File: src/rtl/systolic_ctrl_pkg.sv
// Shared types and sizing helpers for the bit-serial systolic multiplier sequencer.
// State encoding is fixed so it can be matched against waveform captures.
package systolic_ctrl_pkg;

    typedef enum logic [1:0] {
        IDLE   = 2'd0,
        FLUSH  = 2'd1,
        STREAM = 2'd2,
        DONE   = 2'd3
    } state_t;

    function automatic int clog2(input int value);
        int result;
        result = 0;
        for (int v = value - 1; v > 0; v = v >> 1) begin
            result++;
        end
        return result;
    endfunction

    function automatic int max_int(input int a, input int b);
        return (a > b) ? a : b;
    endfunction

    // One serial bit per product bit, plus the array pipeline delay.
    function automatic int stream_len(input int word_width, input int array_latency);
        return 2 * word_width + array_latency;
    endfunction

    function automatic int cnt_width(input int word_width, input int flush_cycles,
                                     input int array_latency);
        return clog2(max_int(flush_cycles, stream_len(word_width, array_latency)) + 1);
    endfunction

endpackage

File: src/rtl/serial_deserializer.sv
// Right-shift capture register: serial bits enter at the MSB end, so after
// p_WIDTH shifts the first bit received sits at bit 0.
module serial_deserializer #(
    parameter int p_WIDTH = 8
) (
    input  logic               i_CLK,
    input  logic               i_RST_N,
    input  logic               i_CLEAR,
    input  logic               i_SHIFT_EN,
    input  logic               i_BIT,
    output logic [p_WIDTH-1:0] o_DATA
);

    logic [p_WIDTH-1:0] data_q;
    logic [p_WIDTH-1:0] data_d;

    always_comb begin
        data_d = data_q;
        if (i_CLEAR) begin
            data_d = '0;
        end else if (i_SHIFT_EN) begin
            data_d = {i_BIT, data_q[p_WIDTH-1:1]};
        end
    end

    always_ff @(posedge i_CLK or negedge i_RST_N) begin
        if (!i_RST_N) begin
            data_q <= '0;
        end else begin
            data_q <= data_d;
        end
    end

    assign o_DATA = data_q;

endmodule

File: src/rtl/systolic_mult_ctrl.sv
// Sequencer for a bit-serial systolic multiplier: accept operands, flush the
// array carries, stream the multiplicand LSB-first, and collect the 2N-bit product.
module systolic_mult_ctrl
    import systolic_ctrl_pkg::*;
#(
    parameter int p_WORD_WIDTH    = 4,
    parameter int p_ARRAY_LATENCY = 1,
    parameter int p_FLUSH_CYCLES  = 8
) (
    input  logic                      i_CLK,
    input  logic                      i_RST_N,
    input  logic                      i_START_VALID,
    output logic                      o_START_READY,
    input  logic [p_WORD_WIDTH-1:0]   i_MULTIPLIER,
    input  logic [p_WORD_WIDTH-1:0]   i_MULTIPLICAND,
    output logic [p_WORD_WIDTH-1:0]   o_ARR_MULTIPLIER,
    output logic                      o_ARR_MULTIPLICAND,
    input  logic                      i_ARR_OUTPUT,
    output logic                      o_RESULT_VALID,
    input  logic                      i_RESULT_READY,
    output logic [2*p_WORD_WIDTH-1:0] o_RESULT,
    output logic                      o_BUSY
);

    localparam int N          = p_WORD_WIDTH;
    localparam int STREAM_LEN = stream_len(N, p_ARRAY_LATENCY);
    localparam int CNT_W      = cnt_width(N, p_FLUSH_CYCLES, p_ARRAY_LATENCY);

    localparam logic [CNT_W-1:0] FLUSH_LAST  = CNT_W'((p_FLUSH_CYCLES > 0) ? p_FLUSH_CYCLES - 1 : 0);
    localparam logic [CNT_W-1:0] STREAM_LAST = CNT_W'(STREAM_LEN - 1);
    localparam logic [CNT_W-1:0] LAT_CNT     = CNT_W'(p_ARRAY_LATENCY);
    localparam logic [CNT_W-1:0] CNT_ONE     = CNT_W'(1);
    localparam logic [N-1:0]     BIT_ONE     = N'(1);

    state_t             state_q, state_d;
    logic [CNT_W-1:0]   cnt_q, cnt_d;
    logic [N-1:0]       mplier_q, mplier_d;
    logic [N-1:0]       mcand_q, mcand_d;
    logic               start_ready_q, start_ready_d;
    logic               result_valid_q, result_valid_d;
    logic               busy_q, busy_d;
    logic [N-1:0]       arr_mplier_q, arr_mplier_d;
    logic               arr_mcand_q, arr_mcand_d;
    logic               deser_clear;
    logic               deser_shift;

    always_comb begin
        // NOTE: every variable gets a default first so no path can infer a latch.
        state_d     = state_q;
        cnt_d       = cnt_q;
        mplier_d    = mplier_q;
        mcand_d     = mcand_q;
        deser_clear = 1'b0;
        deser_shift = 1'b0;

        case (state_q)
            IDLE: begin
                if (i_START_VALID && start_ready_q) begin
                    mplier_d    = i_MULTIPLIER;
                    mcand_d     = i_MULTIPLICAND;
                    cnt_d       = '0;
                    deser_clear = 1'b1;
                    state_d     = (p_FLUSH_CYCLES == 0) ? STREAM : FLUSH;
                end
            end
            FLUSH: begin
                if (cnt_q == FLUSH_LAST) begin
                    cnt_d   = '0;
                    state_d = STREAM;
                end else begin
                    cnt_d = cnt_q + CNT_ONE;
                end
            end
            STREAM: begin
                // Product bit k-LAT appears at the array output on stream cycle k.
                deser_shift = (cnt_q >= LAT_CNT);
                if (cnt_q == STREAM_LAST) begin
                    cnt_d   = '0;
                    state_d = DONE;
                end else begin
                    cnt_d = cnt_q + CNT_ONE;
                end
            end
            DONE: begin
                if (i_RESULT_READY) begin
                    state_d = IDLE;
                end
            end
            default: state_d = IDLE;
        endcase

        // Outputs are decoded from the next state so the registered copies line
        // up with the state and counter they describe.
        start_ready_d  = (state_d == IDLE);
        result_valid_d = (state_d == DONE);
        busy_d         = (state_d != IDLE);
        arr_mplier_d   = (state_d == STREAM) ? mplier_d : '0;
        // Counts at or beyond N select no bit, giving the zero padding for free.
        arr_mcand_d    = (state_d == STREAM) && (|(mcand_d & (BIT_ONE << cnt_d)));
    end

    always_ff @(posedge i_CLK or negedge i_RST_N) begin
        if (!i_RST_N) begin
            state_q        <= IDLE;
            cnt_q          <= '0;
            mplier_q       <= '0;
            mcand_q        <= '0;
            start_ready_q  <= 1'b1;
            result_valid_q <= 1'b0;
            busy_q         <= 1'b0;
            arr_mplier_q   <= '0;
            arr_mcand_q    <= 1'b0;
        end else begin
            // NOTE: non-blocking assignments keep every flop updating from pre-edge values.
            state_q        <= state_d;
            cnt_q          <= cnt_d;
            mplier_q       <= mplier_d;
            mcand_q        <= mcand_d;
            start_ready_q  <= start_ready_d;
            result_valid_q <= result_valid_d;
            busy_q         <= busy_d;
            arr_mplier_q   <= arr_mplier_d;
            arr_mcand_q    <= arr_mcand_d;
        end
    end

    serial_deserializer #(
        .p_WIDTH (2 * N)
    ) u_product (
        .i_CLK      (i_CLK),
        .i_RST_N    (i_RST_N),
        .i_CLEAR    (deser_clear),
        .i_SHIFT_EN (deser_shift),
        .i_BIT      (i_ARR_OUTPUT),
        .o_DATA     (o_RESULT)
    );

    assign o_START_READY      = start_ready_q;
    assign o_RESULT_VALID     = result_valid_q;
    assign o_BUSY             = busy_q;
    assign o_ARR_MULTIPLIER   = arr_mplier_q;
    assign o_ARR_MULTIPLICAND = arr_mcand_q;

endmodule

File: config.mk
export PLATFORM = sky130hd
export DESIGN_NAME = systolic_mult_ctrl
export DESIGN_NICKNAME = d
export VERILOG_FILES = /design/src/rtl/systolic_ctrl_pkg.sv /design/src/rtl/serial_deserializer.sv /design/src/rtl/systolic_mult_ctrl.sv
export SDC_FILE = /design/constraint.sdc
export NUM_CORES = 1
export LEC_CHECK = 0
export BUFFER_PORTS_ARGS = -buffer_cell sky130_fd_sc_hd__buf_2
export CAP_MARGIN = 20
export CORE_MARGIN = 2
export CORE_UTILIZATION = 46
export CTS_CLUSTER_SIZE = 10
export DETAILED_ROUTE_END_ITERATION = 8
export PLACE_DENSITY = 0.72
export SLEW_MARGIN = 20
export SYNTH_ARGS = -nofsm -noshare
export SYNTH_HDL_FRONTEND = slang
export SYNTH_SLANG_ARGS = --single-unit
export TNS_END_PERCENT = 1
File: constraint.sdc
create_clock -name i_CLK -period 1.9 [get_ports i_CLK]
set_input_delay 0.095 -clock i_CLK [delete_from_list [all_inputs] [get_ports i_CLK]]
set_output_delay 0.095 -clock i_CLK [all_outputs]
set_load 0.02 [all_outputs]
# == Word level (Yosys, flattened, before mapping) ==
# Index checks and enable logic that the tools add are counted.
# word_totals
inputBits,13
ff_bits,30
output_inout_bits,16
elab_cells,47
# classes
muxes,19
addsub,1
reduce_logical,7
bitwise_logic,1
shifts,1
eq_ne,7
magnitude_cmp,1
# op_table
op,count
$mux W4,8
$mux W8,2
$pmux W4 S3,1
$eq A2 B2 Y1 const B,4
$mux W2,4
$pmux W2 S4,1
$add A4 B1 Y4 const B,1
$and A4 B4 Y4,1
$eq A4 B3 Y1 const B,1
$eq A4 B4 Y1 const B,1
$ge A4 B1 Y1 const B,1
$logic_not A2 Y1,2
$reduce_bool A2 Y1,2
$reduce_or A4 Y1,1
$shl A1 B4 Y4 const A,1
$mux W1,3
$eq A2 B1 Y1 const B,1
$logic_and A1 B1 Y1,2

# == Depth between registers and ports, before layout ==
# depth
word_depth,7
ltp_mapped,7
ltp_nobuf,7

# == By module ==
# A second synthesis with hierarchy kept.
# unflattened
cells_unflattened,131
hier_area_um2,1425.1
# modules_own_cells
module,area_each_um2,instances,seq_area_each_um2,cells_per_inst
systolic_mult_ctrl,1099.8,1,551.8,105
serial_deserializer,325.3,1,200.2,26

# == Worst setup path after synthesis ==
# No wires, ideal clock.
# synth_timing
path_kind,register to register
startpoint,register cnt_q[0]
endpoint,register arr_mcand_q (netlist: o_ARR_MULTIPLICAND)
setup_slack_ns,-0.046
synth_period_minus_slack_ns,1.946
setup_time_ns,0.111
n_path_buf,0
stages_incl_launch_ff,7
arrival_time_ns,1.835
t_required_ns,1.789
cell_sequence,dfrtp_1 ha_1 inv_1 maj3_2 a221o_1 or2_0 a2111oi_2
# synth_between
elab_chain_cells,7
word_cells_on_any_way,15
classes_between,add/sub (1); eq/ne (3); shift (1); mux (7); bitwise (1); reduce/logical (2)
# synth_lines
item,line,source
from (decl),systolic_mult_ctrl.sv:36,"logic [CNT_W-1:0] cnt_q, cnt_d;"
from (signal assigned),systolic_mult_ctrl.sv:116,cnt_q <= cnt_d;
"$add A4 B1 Y4, or another cell as far along","systolic_mult_ctrl.sv:71, systolic_mult_ctrl.sv:81",
"$mux W4, on equally long branches","systolic_mult_ctrl.sv:77, systolic_mult_ctrl.sv:67",
$pmux W4 S3 (*),systolic_mult_ctrl.sv:56,case (state_q)
net cnt_d[2],systolic_mult_ctrl.sv:36,
$shl A1 B4 Y4 (*),systolic_mult_ctrl.sv:99,arr_mcand_d = (state_d == STREAM) && (|(mcand_d & (BIT_ONE << cnt_d)));
$and A4 B4 Y4 (*),systolic_mult_ctrl.sv:99,
$reduce_or A4 Y1 (*),systolic_mult_ctrl.sv:99,
$logic_and A1 B1 Y1 (*),systolic_mult_ctrl.sv:99,
net arr_mcand_d,systolic_mult_ctrl.sv:43,"logic arr_mcand_q, arr_mcand_d;"
to (signal assigned),systolic_mult_ctrl.sv:123,arr_mcand_q <= arr_mcand_d;
to (decl),systolic_mult_ctrl.sv:43,
# The timed path passes the listed nets; every way through them passes the cells marked *.
# A chain may end at the register's enable or synchronous reset.

# == Worst setup path after layout ==
# layout_timing
startpoint,register cnt_q[0]
endpoint,register arr_mcand_q (netlist: o_ARR_MULTIPLICAND)
# layout_between
elab_chain_cells,7
word_cells_on_any_way,15
classes_between,add/sub (1); eq/ne (3); shift (1); mux (7); bitwise (1); reduce/logical (2)
# layout_lines
item,line
"$add A4 B1 Y4, or another cell as far along","systolic_mult_ctrl.sv:71, systolic_mult_ctrl.sv:81"
"$mux W4, on equally long branches","systolic_mult_ctrl.sv:77, systolic_mult_ctrl.sv:67"
$pmux W4 S3,systolic_mult_ctrl.sv:56
$shl A1 B4 Y4,systolic_mult_ctrl.sv:99
$and A4 B4 Y4,systolic_mult_ctrl.sv:99
$reduce_or A4 Y1,systolic_mult_ctrl.sv:99
$logic_and A1 B1 Y1 (*),systolic_mult_ctrl.sv:99
net arr_mcand_d,systolic_mult_ctrl.sv:43
# Marks and branches as above.

==> run_results.csv <==
group,metric,value,unit
run_status,status,"finished, violations left",
run_status,violations,"negative setup slack",
worst_setup_path,arrival,2190,ps
logic_synthesis,syn_inst,122,
clock_network,path_clk_slew,90,ps
route,viasPerCell,5.671,
power,p_switching,1.428,mW
place,dp.cells,188,
logic_synthesis,ys_seq_area_frac,0.5352,
logic_synthesis,synth_warnings,0,
die,row_count,20,
grt,first_global_vias,1158,
flow_run,max_cap_violations,0,
sta,slew_headroom,0.5603,
sta,setup_violations,1,
place,gp_congestion,0.8936,
place,hpwl,2090,um
sta,max_slew.worst_pin.slew,659.5,ps
logic_synthesis,synth_area,1405,um2
final_layout,instances_no_fill,210,
grt,track_usage,0.1970,
power,leakagePower,0.9311,nW
final_layout,antennaDiodeCount,0,
final_layout,area_growth,32.86,%
worst_setup_path,crit_chain,"inv_2 > buf_4 > buf_4 > buf_4 > buf_4 > buf_4 > a21o_1 > a32oi_2 > a211oi_2 > a2111oi_2",
logic_synthesis,synth.net_count,138,
logic_synthesis,yosys-top-cells-area,"dfrtp_1, mux2i_1, mux2_2",
grt,grt_max_degree,31,
clock_network,htree_levels,2,
logic_synthesis,yosys_most_used_dff,"dfrtp_1",
route,wl_per_cell,15.56,um
final_layout,finish.net_count,192,
worst_setup_path,crit_top_cell,"buf_4",
die,fp.coreArea,2978,um2
worst_setup_path,path_class,"register to register",
power,powerDensity,1811,nW/um2
power,combinationalPowerShare,0.542,
sta,setup_slack,-67.98,ps
worst_setup_path,path_max_fanout,4,
route,vias,1191,
route,route.antenna.remaining_nets,0,
worst_setup_path,worst_setup_path_start_kind,"register",
power,p_int,1.954,mW
logic_synthesis,ys_ff_latch,30,
logic_synthesis,synth_edf_count,0,
grt,gr-total-overflow,0,
clock_network,clk_path_buf_depth,2,
die,io-pin-count,29,
power,clockPowerShare,0.117,
power,netSwitchingFraction,0.4223,
min_path,min_from,"i_MULTIPLIER[1]",
worst_setup_path,critical_path.endpoint_type,"register",
worst_setup_path,r2r_start,"cnt_q[0]",
logic_synthesis,yosysUniqueCellTypes,36,
final_layout,fillerInstances,248,
clock_network,cts_tree,"yes",
logic_synthesis,synthArstFlopShare,1.000,
sta,max_freq,508.1,MHz
power,peakVddDrop,0.9063,mV
final_layout,layout_common_cells,"dfrtp_1, buf_2, nor2_1, buf_4, mux2i_1",
place,io_buffers,28,
sta,timing.final.crit_share,1.036,
worst_setup_path,slowest_stage,"dfrtp_1",
route,drcViolationCount,0,
die,die_x,59.27,um
worst_setup_path,reg2reg_depth,10,
clock_network,cts_sinks,30,
worst_setup_path,cp.required,2120,ps
logic_synthesis,synth_top_area_frac,0.5165,
sta,slew_viol_final,0,
worst_setup_path,rr_endpoint,"o_ARR_MULTIPLICAND",
die,die_h,59.27,um
clock_network,numCtsBuffers,5,
sta,hold_violations,0,
clock_network,clk_latency,330,ps
sta,rsz0062_at_grt,"true",
logic_synthesis,yosysTopAreaCell,"dfrtp_1",
final_layout,final_core_util,0.6269,
clock_network,root_buffer,"clkbuf_4",
min_path,min_path_type,"primary input to register",
die,initial_core_util,0.4718,
sta,skew,3.981,ps
logic_synthesis,synth_area_per_cell,11.52,um2
min_path,min_to,"mplier_q[1]",
sta,min_period,1968,ps
grt,antenna_found_initial,0,
die,die-area,3513,um2
route,wl,3267,um
route,drt_first_pass_iters,4,
grt,grt_pass1_wl,5064,um
worst_setup_path,slowest_delay,420,ps
min_path,hold_depth,3,
final_layout,layout_commonest_cell,"dfrtp_1",
route,drtIter0Drc,29,
final_layout,drive_gt1_frac,0.4124,
worst_setup_path,rrSetupSlack,-70,ps
power,pwr-share-seq,0.341,
-- metrics by stage --
| step | worst slack, ps | setup TNS [ps] | area, um2 | power (mW) | hold slack (ps) |
|---|---|---|---|---|---|
| global route | -124.8 | -124.8 | 1867 | 3.608 | 18.66 |
| detailed placement | -37.98 | -37.98 | 1629 | 2.706 | 158.5 |
| finish | -67.98 | -67.98 | 1867 | 3.382 | 12.06 |
| floorplan | 9.073 | 0 | 1408 | 2.220 | -200.6 |
| CTS | -12.43 | -12.43 | 1838 | 3.258 | 5.948 |
| global placement | 36.33 | 0 | 1629 | 2.630 | 150.3 |
-- synth_stat cells (3+ instances only) --
| cell type | n |
|---|---|
| inv_1 | 9 |
| nand2_1 | 4 |
| ha_1 | 3 |
| a21o_1 | 4 |
| buf_4 | 3 |
| mux2_2 | 5 |
| nand3_1 | 3 |
| nor2_1 | 15 |
| a21oi_1 | 4 |
| mux2i_1 | 14 |
| dfrtp_1 | 29 |
-- flip-flops by register name (all words and copies together), names as in the netlist --
signal	cells
u_product.o_DATA	8
cnt_q	4
mcand_q	4
mplier_q	4
o_ARR_MULTIPLIER	4
state_q	2
o_ARR_MULTIPLICAND	1
o_BUSY	1
o_RESULT_VALID	1
o_START_READY	1
-- worst max path at each step --
stage	to	from	cells past startpoint	slack [ps]
4_1_cts	o_ARR_MULTIPLICAND	cnt_q[0]	7	-10
3_5_place_dp	o_ARR_MULTIPLICAND	cnt_q[0]	7	-40
6_report	o_ARR_MULTIPLICAND	cnt_q[0]	10	-70
5_1_grt	o_ARR_MULTIPLICAND	cnt_q[0]	10	-120
3_3_place_gp	o_ARR_MULTIPLICAND	cnt_q[1]	7	40
2_1_floorplan	o_ARR_MULTIPLICAND	cnt_q[0]	7	9
-- worst max-delay path: cells and delay by family (launching register included) --
family | cells | cell delay, ps
AO/OA/AOI/OAI | 4 | 730
buffers and inverters | 6 | 720
flip-flops | 1 | 420
-- final cells by class --
type                            count  area (um2)  area share
Tap cell                           33       41.29     0.02212
Timing Repair Buffer               51       332.8      0.1783
Sequential cell                    30       752.0      0.4028
Multi-Input combinational cell     79       643.1      0.3445
Clock inverter                      2       12.51    0.006702
Clock buffer                        6       51.30     0.02748
Inverter                            9       33.78     0.01810
-- per-layer routing --
metal / wire (um) / track usage / up-vias
met1: 1276 / 0.2164 / 604
li1: - / - / 537
met4: 96 / 0.1039 / 0
met5: 0 / 0 / -
met3: 145 / 0.06114 / 13
met2: 1748 / 0.3375 / 37
-- what timing repair did --
action	CTS	global route
setup endpoints to repair	1	5
gates resized for setup	6	5
endpoints found under the hold margin	36	0
pin swaps	2	3
setup buffers	6	0
hold buffers	8	0
cloned	0	0
-- cell families after synthesis --
logic type / Yosys count / synth area share
buffers and inverters: 13 / 0.04363
AOI/OAI and AO/OA: 22 / 0.1229
muxes: 19 / 0.1398
adders and majority gates: 4 / 0.03473
DFF: 30 / 0.5352
and+or+nand+nor: 34 / 0.1238
-- power groups by stage --
| stage | clock network, mW | logic (mW) | registers, mW |
|---|---|---|---|
| floorplan | 0 | 0.952 | 1.27 |
| global placement | 0 | 1.50 | 1.13 |
| detailed placement | 0 | 1.55 | 1.15 |
| CTS | 0.411 | 1.70 | 1.14 |
| global route | 0.437 | 1.99 | 1.18 |
| finish | 0.397 | 1.83 | 1.15 |
Note: power is estimated with default switching activity, not from simulation.
